===== config.mk =====
export PLATFORM = sky130hd
export DESIGN_NAME = alu
export DESIGN_NICKNAME = d
export VERILOG_FILES = /design/src/rtl/alu.sv
export SDC_FILE = /design/constraint.sdc
export NUM_CORES = 1
export LEC_CHECK = 0
export ABC_AREA = 1
export CORE_UTILIZATION = 57
export CTS_CLUSTER_DIAMETER = 120
export DETAILED_ROUTE_END_ITERATION = 8
export GPL_ROUTABILITY_DRIVEN = 1
export PLACE_DENSITY_LB_ADDON = 0.3
export SETUP_SLACK_MARGIN = 0.1
export SLEW_MARGIN = 20
export SYNTH_ARGS = -nofsm -noshare
export SYNTH_HDL_FRONTEND = slang
export SYNTH_SLANG_ARGS = --single-unit

===== constraint.sdc =====
create_clock -name clk -period 0.8 [get_ports clk]
set_input_delay 0.16 -clock clk [delete_from_list [all_inputs] [get_ports clk]]
set_output_delay 0.16 -clock clk [all_outputs]
set_load 0.005 [all_outputs]

===== src/rtl/alu.sv =====
// alu -- parameterized N-bit arithmetic/logic unit with a single output
// register stage. Every rising clock edge captures one operation; the
// result and its status flags are visible for the whole following cycle.
//
// Ports:
//   clk    system clock, rising-edge active
//   rst_n  asynchronous active-low reset; clears out and all flags
//   A      operand A (N bits)
//   B      operand B (N bits); also the unsigned shift amount
//   sel    operation select:
//            0000 ADD  0001 SUB  0010 AND  0011 OR   0100 XOR
//            0101 SLL  0110 SRL  0111 SRA  1000 NOT  1001 PASS
//            1010-1111 reserved (result 0, no carry, no overflow)
//   out    registered result (N bits)
//   Z      registered zero flag      (result == 0)
//   O      registered signed overflow (ADD/SUB only)
//   Ca     registered carry / last shifted-out bit
//   Neg    registered negative flag  (result MSB)
module alu #(
   parameter int N = 8
) (
   input  logic         clk,
   input  logic         rst_n,
   input  logic [N-1:0] A,
   input  logic [N-1:0] B,
   input  logic [3:0]   sel,
   output logic [N-1:0] out,
   output logic         Z,
   output logic         O,
   output logic         Ca,
   output logic         Neg
);

   localparam logic [3:0] OP_ADD  = 4'b0000;
   localparam logic [3:0] OP_SUB  = 4'b0001;
   localparam logic [3:0] OP_AND  = 4'b0010;
   localparam logic [3:0] OP_OR   = 4'b0011;
   localparam logic [3:0] OP_XOR  = 4'b0100;
   localparam logic [3:0] OP_SLL  = 4'b0101;
   localparam logic [3:0] OP_SRL  = 4'b0110;
   localparam logic [3:0] OP_SRA  = 4'b0111;
   localparam logic [3:0] OP_NOT  = 4'b1000;
   localparam logic [3:0] OP_PASS = 4'b1001;

   localparam logic [N:0] ONE_W = (N+1)'(1);

   // All shift/arith intermediates are N+1 bits wide so the extra bit
   // carries the carry-out (arith, SLL) or the last bit shifted out of
   // the LSB end (SRL, SRA).
   logic [N:0]        add_full;
   logic [N:0]        sub_full;
   logic [N:0]        sll_full;
   logic [N:0]        srl_full;
   logic signed [N:0] sra_full;

   logic [N-1:0] res;
   logic         res_ca;
   logic         res_ov;

   always_comb begin
      add_full = {1'b0, A} + {1'b0, B};
      // Subtraction as A + ~B + 1: the carry out is the "no borrow" bit.
      sub_full = {1'b0, A} + {1'b0, ~B} + ONE_W;
      // {0,A} << B: bit N is A[N-B] for 1<=B<=N, zero for B=0 or B>N.
      sll_full = {1'b0, A} << B;
      // {A,0} >> B: bit 0 is A[B-1] for 1<=B<=N, zero for B=0 or B>N.
      srl_full = {A, 1'b0} >> B;
      // Arithmetic variant: for B>N every bit, including the carry slot,
      // becomes A[N-1].
      sra_full = $signed({A, 1'b0}) >>> B;
   end

   always_comb begin
      res    = '0;
      res_ca = 1'b0;
      res_ov = 1'b0;
      case (sel)
         OP_ADD: begin
            res    = add_full[N-1:0];
            res_ca = add_full[N];
            res_ov = (A[N-1] == B[N-1]) && (add_full[N-1] != A[N-1]);
         end
         OP_SUB: begin
            res    = sub_full[N-1:0];
            res_ca = sub_full[N];
            res_ov = (A[N-1] != B[N-1]) && (sub_full[N-1] != A[N-1]);
         end
         OP_AND:  res = A & B;
         OP_OR:   res = A | B;
         OP_XOR:  res = A ^ B;
         OP_SLL: begin
            res    = sll_full[N-1:0];
            res_ca = sll_full[N];
         end
         OP_SRL: begin
            res    = srl_full[N:1];
            res_ca = srl_full[0];
         end
         OP_SRA: begin
            res    = sra_full[N:1];
            res_ca = sra_full[0];
         end
         OP_NOT:  res = ~A;
         OP_PASS: res = B;
         default: begin
            res    = '0;
            res_ca = 1'b0;
            res_ov = 1'b0;
         end
      endcase
   end

   always_ff @(posedge clk or negedge rst_n) begin
      if (!rst_n) begin
         out <= '0;
         Z   <= 1'b0;
         O   <= 1'b0;
         Ca  <= 1'b0;
         Neg <= 1'b0;
      end else begin
         out <= res;
         Z   <= (res == '0);
         O   <= res_ov;
         Ca  <= res_ca;
         Neg <= res[N-1];
      end
   end

endmodule


==> results.md, run 1 <==
- Status: stopped before the end
- Stage reached: clock tree synthesis (4_1_cts)
- Error message: [ERROR DPL-0038] Utilization greater than 100%, impossible to legalize
- Per-instance average area after synthesis: 5.57 µm²
- Buffers inserted during post-CTS setup optimization: 19
- Total nets after synthesis: 503
- Total placed instance area: 0.00378 mm²
- PortBufs: 33
- Overall die height: 68.7 µm
- Hold-fix buffers at CTS: 0
- Post-cts sizing count: 231
- Portion of the post-synthesis area used by sequential elements: 0.109
- Weighted congestion at the end of routability-driven global placement: 1.01
- Post-DP HPWL: 9070 µm
- Maximum clock insertion buffer count: 2
- Cell area after synthesis: 0.00253 mm²
- Yosys synthesis warning count: 0
- Flops & latches, synth: 11
- Die X-Extent: 68.7 µm
- Initial core utilization: 0.612
- Number of standard-cell rows in the floorplan: 23
- I/O pin cnt: 34
- Clock Sink Count: 11
- Distinct cells, synth: 33
- Post-synthesis cell count: 455
- Depth of the CTS H-tree: 1
- DP Cell Count: 627
- Total CTS buffers: 3
- Clock root cell: sky130_fd_sc_hd__clkbuf_8
[cell usage after synthesis (all sizes together)]
library cell,instances,area share
or2,3,0.0074
ha,24,0.12
nor4,1,0.0025
a21oi,21,0.041
nand2,119,0.18
o211ai,2,0.0059
clkbuf,3,0.0044
nand3,76,0.15
clkinv,1,0.0035
o41ai,1,0.0035
o21a,3,0.0089
inv,62,0.092
dfrtp,11,0.11
nand3b,1,0.0030
o22ai,8,0.020
buf,12,0.029
xor2,2,0.0069
a21boi,1,0.0030
nor2,54,0.087
fa,2,0.016
and3,1,0.0025
nand4,22,0.054
nor3,4,0.0079
o21ai,21,0.041
[logic make-up after synthesis]
kind of cell | synth area share
xor+xnor | 0.00691
compound gates | 0.124
fa+ha+maj | 0.134
simple gates | 0.498
flops | 0.109
buf+inv | 0.129
[through the flow]
| stage | hold WS [ns] | setup slack, ns |
|---|---|---|
| floorplan | -0.136 | -0.887 |
| detailed placement | 0.512 | -1.76 |
| global placement | 0.498 | -1.58 |
==> run 2, diff against run 1 <==
--- a/config.mk
+++ b/config.mk
@@ -6,12 +6,10 @@
 export NUM_CORES = 1
 export LEC_CHECK = 0
 export ABC_AREA = 1
-export CORE_UTILIZATION = 57
-export CTS_CLUSTER_DIAMETER = 120
+export CORE_UTILIZATION = 40
 export DETAILED_ROUTE_END_ITERATION = 8
 export GPL_ROUTABILITY_DRIVEN = 1
-export PLACE_DENSITY_LB_ADDON = 0.3
-export SETUP_SLACK_MARGIN = 0.1
+export PLACE_DENSITY_LB_ADDON = 0.15
 export SLEW_MARGIN = 20
 export SYNTH_ARGS = -nofsm -noshare
 export SYNTH_HDL_FRONTEND = slang
==> results.md, run 2 <==
- Number of failing setup endpoints in the final timing report: 23
- Relative area change from synthesis to final layout: 81.1%
- Dominant cells by area after synthesis: sky130_fd_sc_hd__nand2_1 17%, sky130_fd_sc_hd__nand3_1 15%, sky130_fd_sc_hd__ha_1 12%, sky130_fd_sc_hd__dfrtp_1 11%, sky130_fd_sc_hd__inv_1 7.7%
- Cell area after synthesis: 0.00253 mm²
- RSZ-0062 raised after global routing: yes
- Crit path DAT: 1.74 ns
- Wire length of the first global-routing pass: 17100 µm
- Count of routing violations after the opening detailed-route iteration: 346
- Top-count cell post-synth: sky130_fd_sc_hd__nand2_1
- Worst slew pin tran: 0.277 ns
- Total chip power: 3.68 mW
- Final wirelength: 11300 µm
- Worst-case setup margin in the final layout: -0.806 ns
- Share of final-layout standard cells stronger than drive strength 1: 0.518
- Number of standard-cell rows in the floorplan: 28
- Max reg flops: 7
- Minimum clock period after layout: 1.61 ns
- Power density over the cells: 802 mW/mm²
- HP Class: primary input to asynchronous set/reset pin
- Hold-fix buffers at CTS: 0
- Total nets after synthesis: 503
- Core box area: 0.00603 mm²
- PortBufs: 33
- I/O pin cnt: 34
- Max Cap Violations: 0
- Most used standard cells in the synthesized netlist: 116 x sky130_fd_sc_hd__nand2_1, 74 x sky130_fd_sc_hd__nand3_1, 52 x sky130_fd_sc_hd__inv_1
- Leak: 2.40 nW
- Status: complete, but fails checks
- Clock Sink Count: 11
- Startpoint class of the critical path: primary input
- Vias in the first global route: 3667
- Share of the synthesized area in the top cell type: 0.172
- Tightest hold margin: 0.245 ns
- Die X-Extent: 81.6 µm
- Fmax: 623 MHz
- Overall die height: 81.6 µm
- Post-synth EDFFs: 0
- Clock root cell: sky130_fd_sc_hd__clkbuf_8
- Detailed-router iteration count before antenna repair: 5
- Antenna cell count: 0
- Total CTS buffers: 3
- Worst voltage drop across the vdd grid: 1.23 mV
- Number of endpoints with negative hold slack in the final report: 0
- CP Cell Sequence: buf_2 -> inv_2 -> ha_4 -> buf_12 -> nand2_2 -> inv_2 -> nand4_1 -> nand2_1 -> nand2_1 -> nand3_1 -> nand2_1 -> inv_1 -> nand3_2 -> buf_6 -> buf_6
- CP most frequent cell: sky130_fd_sc_hd__nand2_1
- Critical path fanouts, max: 4
- Total track usage: 0.341
- Weighted congestion at the end of routability-driven global placement: 0.990
- Routed wire per std cell: 16.3 µm
- Flip-flop cell with the highest count after synthesis: sky130_fd_sc_hd__dfrtp_1
- Number of nets with antenna violations after detailed routing: 0
- Maximum clock insertion buffer count: 2
- Register ranked first by flip-flop count: out
- Worst slack at placement: -1.65 ns
- Yosys synthesis warning count: 0
- Total placed instance area: 0.00384 mm²
- Global route overflow: 0
- Die Footprint: 0.00666 mm²
- Vias per cell: 5.72
- Portion of the post-synthesis area used by sequential elements: 0.109
- Post-synthesis cell count: 455
- Clock tree from TritonCTS: yes
- Async set or reset register ratio after synthesis: 1.00
- Worst Setup Path Type: primary input to register
- Distinct cells, synth: 33
- Post-route design area: 0.00459 mm²
- Final cycle utilization of the critical path: 2.01
- Per-instance average area after synthesis: 5.57 µm²
- Crit-path max cell delay: 0.31 ns
- Drt drc: 0
- Initial antenna violation count: 0
- Most common library cell in the layout ignoring fill and taps: sky130_fd_sc_hd__buf_4
- DR vias: 3951
- Clock-pin slew on the worst setup and hold paths: 0.04 ns
- Pin count of the biggest net entering global routing: 22
- Relative slew margins: 0.814
- Initial core utilization: 0.421
- Final setup TNS: -8.41 ns
- Violated checks: setup timing
- Depth of the CTS H-tree: 1
- Yosys top cell by area: sky130_fd_sc_hd__nand2_1
- Worst Path Required: 0.93 ns
- Crit end category: register
- Layout Nets: 665
- Flops & latches, synth: 11
- Commonest non-fill, non-tap cells in the layout: 120 x sky130_fd_sc_hd__buf_4, 90 x sky130_fd_sc_hd__nand2_1, 50 x sky130_fd_sc_hd__nand3_1
- Post-DP HPWL: 8210 µm
- Number of max-slew violations in the final report: 0
- Cell type of the slowest stage on the worst timing path: sky130_fd_sc_hd__ha_4
-- run 2: stage by stage --
stage	cells	utilization
after floorplan	455	-
after global placement	657	0.637
after detailed placement	657	0.637
after CTS	684	0.722
after global routing	691	0.762
final	691	0.762
-- run 2: metal layers --
metal / share of wire / global-route usage / vias up
met5: 0 / 0 / -
met2: 0.48 / 0.598 / 232
met1: 0.39 / 0.405 / 1833
met3: 0.074 / 0.0389 / 50
met4: 0.052 / 0.181 / 0
li1: - / - / 1836
-- run 2: area by class of cell --
cell class | instances | area [µm²]
Clock buffer | 4 | 45.0
Multi-Input combinational cell | 366 | 2490
Fill cell | 454 | 1430
Tap cell | 75 | 93.8
Sequential cell | 11 | 275
Inverter | 63 | 278
Timing Repair Buffer | 172 | 1410
-- run 2: worst max-delay path by stage --
stage | start | to | slack, ns | cells past startpoint
after CTS | A[0] | Z | -0.84 | 15
final | A[3] | Neg | -0.81 | 15
after detailed placement | B[0] | Z | -1.65 | 14
after global placement | A[0] | Z | -1.63 | 15
after floorplan | B[2] | Z | -0.89 | 18
after global routing | B[5] | Z | -0.93 | 14
-- run 2: kinds of logic (layout without fill, tap and decap cells) --
group | Yosys count | after routing | share of synthesized area
compound gates | 57 | 57 | 0.124
simple gates | 281 | 281 | 0.498
buf+inv | 78 | 239 | 0.129
flops | 11 | 11 | 0.109
xor+xnor | 2 | 2 | 0.00691
fa+ha+maj | 26 | 26 | 0.134
-- run 2: timing repair --
action                                  CTS  global route
endpoints found under the setup margin   23            23
pin swaps                                80            54
setup buffers                            23            11
gates cloned                              1             0
resized for setup                       242            57
-- run 2: critical path: cells and delay by family --
kind          cells  cell delay, ns
simple gates      7            0.66
buf+inv           7            0.61
fa+ha+maj         1            0.31
-- run 2: power breakdown --
part / leakage [nW] / internal [mW] / total (mW) / switching [mW]
Sequential: 0.145 / 0.620 / 0.634 / 0.0144
Combinational: 2.23 / 1.20 / 2.51 / 1.31
Clock: 0.0228 / 0.348 / 0.539 / 0.191
Note: power is estimated with default switching activity, not from simulation.
